`config.mk`:
```
export PLATFORM = sky130hd
export DESIGN_NAME = first_system_stim
export DESIGN_NICKNAME = d
export VERILOG_FILES = /design/src/rtl/first_system_pkg.sv /design/src/rtl/first_system_stim_dwell_counter.sv /design/src/rtl/first_system_stim.sv
export SDC_FILE = /design/constraint.sdc
export NUM_CORES = 1
export LEC_CHECK = 0
export CAP_MARGIN = 20
export CORE_MARGIN = 1
export CORE_UTILIZATION = 37
export DETAILED_ROUTE_END_ITERATION = 7
export SLEW_MARGIN = 20
export SYNTH_ARGS = -nofsm -noshare
export SYNTH_HDL_FRONTEND = slang
export SYNTH_SLANG_ARGS = --single-unit
```
`constraint.sdc`:
```
create_clock -name clk -period 4.6 [get_ports clk]
set_clock_uncertainty 0.15 [all_clocks]
set_input_delay 1.38 -clock clk [delete_from_list [all_inputs] [get_ports clk]]
set_output_delay 1.38 -clock clk [all_outputs]
set_load 0.01 [all_outputs]
```
`src/rtl/first_system_pkg.sv`:
```
// Shared types and constants for the first_system stimulus sequencer:
// the controller state encoding and the fixed table of {in1,in2} vectors.
package first_system_pkg;

  typedef enum logic [1:0] {
    IDLE  = 2'd0,
    RUN   = 2'd1,
    PAUSE = 2'd2,
    DONE  = 2'd3
  } state_t;

  localparam int MAX_SEQ = 7;
  localparam int RESP_W  = 2 * MAX_SEQ;

  // Vectors played as {in1,in2}, one per step.
  localparam logic [1:0] VEC_TABLE [MAX_SEQ] = '{
    2'b00, 2'b01, 2'b10, 2'b11, 2'b01, 2'b10, 2'b11
  };

  // Table lookup that yields 00 for any index past the end of the table,
  // so the idle/quiet vector is what a stray index produces.
  function automatic logic [1:0] table_vec(input logic [2:0] idx);
    logic [1:0] v;
    v = 2'b00;
    if (int'(idx) < MAX_SEQ) begin
      v = VEC_TABLE[idx];
    end
    return v;
  endfunction

endpackage

```
`src/rtl/first_system_stim_dwell_counter.sv`:
```
// Dwell counter: counts the cycles a vector has been held and flags the
// last cycle of the dwell. Clear wins over enable.
module dwell_counter #(
  parameter int DWELL = 10,
  parameter int WIDTH = $clog2(DWELL + 1)
) (
  input  logic clk,
  input  logic rst_n,
  input  logic enable,
  input  logic clear,
  output logic terminal
);

  localparam logic [WIDTH-1:0] LAST = WIDTH'(DWELL - 1);

  logic [WIDTH-1:0] count;

  // Count register: reset and clear both return to zero, enable steps by one.
  always_ff @(posedge clk) begin
    if (!rst_n) begin
      count <= '0;
    end else if (clear) begin
      count <= '0;
    end else if (enable) begin
      count <= count + WIDTH'(1);
    end
  end

  assign terminal = (count == LAST);

endmodule

```
`src/rtl/first_system_stim.sv`:
```
// Stimulus sequencer: plays a fixed table of {in1,in2} vectors to a
// downstream block, holding each for DWELL cycles, and captures the
// {obs1,obs2} response at the end of each dwell into resp.
module first_system_stim
  import first_system_pkg::*;
#(
  parameter int DWELL   = 10,
  parameter int SEQ_LEN = 7
) (
  input  logic              clk,
  input  logic              rst_n,
  input  logic              start,
  input  logic              pause,
  input  logic              abort,
  input  logic              obs1,
  input  logic              obs2,
  output logic              in1,
  output logic              in2,
  output logic [2:0]        step,
  output logic              busy,
  output logic              done,
  output logic [RESP_W-1:0] resp
);

  localparam logic [2:0] LAST_STEP = 3'(SEQ_LEN - 1);

  state_t            state;
  state_t            state_nxt;
  logic [2:0]        step_nxt;
  logic [1:0]        vec_nxt;
  logic              done_nxt;
  logic              busy_nxt;
  logic [RESP_W-1:0] resp_nxt;
  logic              cnt_en;
  logic              cnt_clr;
  logic              cnt_tc;

  dwell_counter #(
    .DWELL (DWELL)
  ) u_dwell (
    .clk      (clk),
    .rst_n    (rst_n),
    .enable   (cnt_en),
    .clear    (cnt_clr),
    .terminal (cnt_tc)
  );

  // Next-state and next-output logic. RUN and PAUSE share one branch: the
  // state only records whether the last cycle was frozen, and a cycle with
  // pause low does the normal dwell work whichever of the two it started in.
  // That way each cycle pause is held costs exactly one cycle of delay.
  always_comb begin
    state_nxt = state;
    step_nxt  = step;
    vec_nxt   = {in1, in2};
    done_nxt  = 1'b0;
    resp_nxt  = resp;
    cnt_en    = 1'b0;
    cnt_clr   = 1'b0;

    case (state)
      IDLE, DONE: begin
        state_nxt = IDLE;
        if (start && !abort) begin
          state_nxt = RUN;
          step_nxt  = 3'd0;
          vec_nxt   = table_vec(3'd0);
          resp_nxt  = '0;
          cnt_clr   = 1'b1;
        end
      end

      RUN, PAUSE: begin
        if (abort) begin
          state_nxt = IDLE;
          step_nxt  = 3'd0;
          vec_nxt   = 2'b00;
          cnt_clr   = 1'b1;
        end else if (pause) begin
          state_nxt = PAUSE;
        end else begin
          state_nxt = RUN;
          if (cnt_tc) begin
            for (int k = 0; k < MAX_SEQ; k++) begin
              if (step == 3'(k)) begin
                resp_nxt[2*k +: 2] = {obs1, obs2};
              end
            end
            cnt_clr = 1'b1;
            if (step == LAST_STEP) begin
              state_nxt = DONE;
              done_nxt  = 1'b1;
              step_nxt  = 3'd0;
              vec_nxt   = 2'b00;
            end else begin
              step_nxt = step + 3'd1;
              vec_nxt  = table_vec(step + 3'd1);
            end
          end else begin
            cnt_en = 1'b1;
          end
        end
      end

      default: begin
        state_nxt = IDLE;
        step_nxt  = 3'd0;
        vec_nxt   = 2'b00;
        cnt_clr   = 1'b1;
      end
    endcase

    busy_nxt = (state_nxt == RUN) || (state_nxt == PAUSE);
  end

  // State and output registers; every output comes straight from a flop.
  always_ff @(posedge clk) begin
    if (!rst_n) begin
      state <= IDLE;
      in1   <= 1'b0;
      in2   <= 1'b0;
      step  <= 3'd0;
      busy  <= 1'b0;
      done  <= 1'b0;
      resp  <= '0;
    end else begin
      state      <= state_nxt;
      {in1, in2} <= vec_nxt;
      step       <= step_nxt;
      busy       <= busy_nxt;
      done       <= done_nxt;
      resp       <= resp_nxt;
    end
  end

endmodule

```
Word-level counts from Yosys, hierarchy flattened. Memory sizes are Yosys's and may differ from the RTL's. Cells that the tools add are included.

Muxes and demuxes: 43. Shift-type cells: 0. Bitwise operators: 4. Equal/unequal tests: 25. Multipliers: 0. $lt $le $gt $ge: 2. Divide/modulo/power cells: 0. Reduce and logical (&&, ||, !) cells: 17. Add/sub/neg operators: 2.

Operator list (count): $mux W14 (4); $mux W2 (19); $reduce_and A5 Y1 (7); $pmux W14 S2 (1); $ne A2 B2 Y1 const B (11); $mux W3 (5); $mux W1 (10); $eq A3 B3 Y1 const B (3); $pmux W2 S2 (2); $eq A2 B2 Y1 const B (3); $eq A3 B2 Y1 const B (2); $ne A3 B3 Y1 const B (2); $pmux W3 S2 (1); $reduce_or A2 Y1 (3); $reduce_or A5 Y1 (1); $add A4 B1 Y4 const B (1); $eq A2 B1 Y1 const B (2); $eq A4 B4 Y1 const B (1); $ge A4 B4 Y1 const B (1); $not A3 Y4 (1); $add A3 B1 Y3 const B (1); $eq A3 B1 Y1 const B (1); $logic_not A3 Y1 (1); $lt A3 B3 Y1 const B (1); 7 further kinds (9).

Word-level logic and storage cells: 108. Latch bits: 0. Register bits after elaboration: 27. Bits in read-only memories: 16. Input bits: 7. Memory bits (writable): 0. Memories: 1.

Memories: (name not given) (words 8, bits a word 2, read ports 1, clocked after Yosys merged registers in 0, write ports 0, line first_system_pkg.sv:26) `v = VEC_TABLE[idx];`.

Depth between registers and ports, before layout.
Depth in word-level cells: 11. Mapped depth: 7. Depth with buffers taken out: 6.

Hierarchy. A second synthesis with hierarchy kept.

Cell total of the unflattened synthesis: 142. Area total of the unflattened synthesis: 1332.5 sq um.

By module, submodules not included: first_system_stim (area each 1131.1 sq um, sequential area each 460.4 sq um, times used 1, cells each 121); dwell_counter (area each 201.4 sq um, sequential area each 80.1 sq um, times used 1, cells each 21).

Least setup slack after synthesis. OpenSTA, ideal clock, no wires.

Path type: input to register. Start point: input port abort. End point: register resp[0]. Arrival: 2.324 ns. Data required time: 4.380 ns. Setup slack: 2.056 ns. Path buffers: 1. Cell stages on the path: 4. Setup time: 0.070 ns. Path through: clkbuf_1 -> nor3_1 -> nand4_1 -> a21oi_1.

Longest elaborated chain between the ends: 4. Elaborated cells on any way between the ends: 5.

RTL lines: start, declared (line first_system_stim.sv:14) `input logic abort,`; $logic_not A1 Y1 (line first_system_stim.sv:64) `if (start && !abort) begin`; $logic_and A1 B1 Y1 (line first_system_stim.sv:64); $ne A2 B2 Y1 (no source line); $reduce_and A5 Y1 (no source line) (*); end signal, assigned (line first_system_stim.sv:132) `resp <= resp_nxt;`; end, declared (line first_system_stim.sv:22) `output logic [RESP_W-1:0] resp`.

Mark *: on every way between the ends. The rest lies on a longest branch, timed or not. A chain may end at the register's enable or synchronous reset.

Final worst setup path.
Start point: input port abort. End point: register resp[7].

Same word-level chain as after synthesis.

==> results.sh <==
export IMPL_numCtsBuffers=3
export IMPL_maxCapViolations=0
export IMPL_grt_ovfl_total=0
export IMPL_cts_setup_buffers=0
export IMPL_fin_crit_sh=0.680
export IMPL_post_route_min_period_ns=3.13
export IMPL_cts_resized=0
export IMPL_fillers=318
export IMPL_drt_iter0_drc=53
export IMPL_start_util=0.403
export IMPL_tns_ns=0
export IMPL_core_um2=3150
export IMPL_relSlewSlack=0.380
export IMPL_rsz0062_at_grt="no"
export IMPL_powerDensity_nw_per_um2=237
export IMPL_dieHeight_um=60.6
export IMPL_synthesis_instances=143
export IMPL_num_vias=1135
export IMPL_final_layout_size_suffix_gt1_frac=0.0539
export IMPL_layout_common_cells="dfxtp_1, clkdlybuf4s50_1, a21oi_1, nor2_1, nand3_1"
export IMPL_hold_path_class="flop to flop"
export IMPL_routed_wl_um=2800
export IMPL_htree_levels=1
export IMPL_clk_pin_slew_ns=0.14
export IMPL_synth_cell_type_count=31
export IMPL_synth_edf_count=0
export IMPL_cp_max_fo=12
export IMPL_portBuffers=27
export IMPL_post_route_drc_count=0
export IMPL_fp_dieW_um=60.6
export IMPL_tightest_slew_ns=0.923
export IMPL_yosysWarnings=0
export IMPL_seqCellArea_um2=541
export IMPL_crit_slowest_cell="mux2i_1"
export IMPL_postRouteAntennaNets=0
export IMPL_clock_latency_ns=0.34
export IMPL_final_cells=211
export IMPL_worst_ep_arrival_time_ns=3.26
export IMPL_antenna_found_initial=0
export IMPL_place_inst=207
export IMPL_slew_violations=0
export IMPL_outcome="finished clean"
export IMPL_clock_path_buffers=2
export IMPL_grt_pass1_wl_um=4700
export IMPL_place_congestion=0.838
export IMPL_worstSetupEndpointType="flop"
export IMPL_crit_path_start_kind="input port"
export IMPL_vias_per_cell=5.38
export IMPL_async_flop_share=0
export IMPL_path_buf_inv=1
export IMPL_dp_hpwl_um=2060
export IMPL_netlist_area_um2=1270
export IMPL_hold_viol_final=0
export IMPL_multi_input_area_um2=682
export IMPL_timing_fmax_mhz=320
export IMPL_die_area_um2=3670
export IMPL_worstSetupPathType="input port to flop"
export IMPL_synthFlopType="dfxtp_1"
export IMPL_first_global_vias=1033
export IMPL_crit_family="multiplexers"
export IMPL_setup_violations=0
export IMPL_post_drt_wl_per_cell_um=13.2
export IMPL_cts_sinks=27
export IMPL_syn_nets=158
export IMPL_required_ns=4.73
export IMPL_yosysSeqAreaShare=0.425
export IMPL_num_rows=20
export IMPL_slowest_delay_ns=0.66
export IMPL_crit_top_cell="mux2i_1"
export IMPL_synth_avg_cell_area_um2=8.89
export IMPL_grt_max_degree=16
export IMPL_peakVddDrop_mv=0.128
export IMPL_cts_tree="built"
export IMPL_drt_pass1_iterations=4
export IMPL_grt_usage=0.172
export IMPL_ys_ff_latch=27
export IMPL_path_cells="clkdlybuf4s50_1 -> nor2_1 -> mux2i_1 -> or2_1 -> mux2i_1"
export IMPL_power_leakage_nw=0.554
export IMPL_cts_hold_buf=0
export IMPL_diodes=0
export IMPL_ios=28
export IMPL_area_growth_pct=26.0
export IMPL_cts_root_buf="clkbuf_4"
export IMPL_finalNetCount=183
==> cells in the mapped netlist (2+ instances only) <==
cell type | count | area share
a21oi_1 | 16 | 0.063
and3b_1 | 2 | 0.014
buf_2 | 2 | 0.0079
clkbuf_1 | 4 | 0.012
dfxtp_1 | 27 | 0.43
ha_1 | 8 | 0.079
inv_1 | 7 | 0.021
mux2i_1 | 8 | 0.063
nand2_1 | 8 | 0.024
nand3_1 | 9 | 0.035
nand4_1 | 6 | 0.030
nor2_1 | 9 | 0.027
nor2b_1 | 2 | 0.0098
nor3_1 | 5 | 0.020
nor4bb_1 | 2 | 0.016
o21ai_0 | 8 | 0.031
o22ai_1 | 4 | 0.020
xnor2_1 | 3 | 0.021
==> worst reg2reg max path: stages, from the launching register on <==
cell and delay (ns):
dfxtp_1 0.41, xor2_2 0.38, mux2i_1 0.75, or2_1 0.26, mux2i_1 0.20
==> final timing paths <==
| path | startpoint | to | slack [ns] | cells after the start |
|---|---|---|---|---|
| min | resp[9]$_SDFFE_PN0P_ | resp[9]$_SDFFE_PN0P_ | 0.32 | 2 |
| max | abort | resp[7]$_SDFFE_PN0P_ | 1.47 | 5 |
| max reg2reg | state[0]$_SDFF_PN0_ | resp[7]$_SDFFE_PN0P_ | 2.38 | 4 |
| min reg2reg | resp[9]$_SDFFE_PN0P_ | resp[9]$_SDFFE_PN0P_ | 0.32 | 2 |
==> logic make-up (layout without fill, tap and decap cells) <==
group                    Yosys count  after routing  share of synthesized area
adder cells (fa/ha/maj)            8              8                     0.0787
AO/OA/AOI/OAI                     34             34                      0.153
AND/OR/NAND/NOR                   48             48                      0.204
flip-flops                        27             27                      0.425
multiplexers                       8              8                     0.0630
buffers and inverters             14             38                     0.0433
XOR/XNOR                           4              4                     0.0335
==> report_power, final <==
group / switching (W) / internal (W) / total [W]
combinational: 0.0000217 / 0.0000142 / 0.0000359
sequential: 0.00000146 / 0.000236 / 0.000238
clock: 0.0000728 / 0.0000328 / 0.000106
==> stage by stage <==
stage / power (W) / setup slack, ns / utilization / instance area, um^2 / hold WS, ns
final: 0.000379 / 1.47 / 0.508 / 1600 / 0.316
after detailed placement: 0.000278 / 1.14 / 0.497 / 1570 / 0.300
after global routing: 0.000397 / 1.35 / 0.508 / 1600 / 0.340
after CTS: 0.000381 / 1.46 / 0.506 / 1600 / 0.319
after global placement: 0.000278 / 1.22 / 0.497 / 1570 / 0.299
after floorplan: 0.000265 / 2.06 / - / 1270 / 0.329
==> layer usage <==
metal,global-route usage,part of all wire
met5,0,0
met4,0.0584,0.016
met3,0.0277,0.050
met2,0.268,0.45
met1,0.241,0.48
==> state kept, by name (all words and copies together), names as in the netlist <==
register       cells
busy               1
done               1
in1                1
in2                1
resp              14
state              2
step               3
u_dwell.count      4
==> layout make-up <==
class,count,area share
repair buffers,27,0.169
clock inverters,1,0.00312
flip-flops and latches,27,0.337
well taps,44,0.0344
inverters,7,0.0164
clock buffers,3,0.0141
multi-input cells,102,0.426
Power figures use the tool's default switching activity.
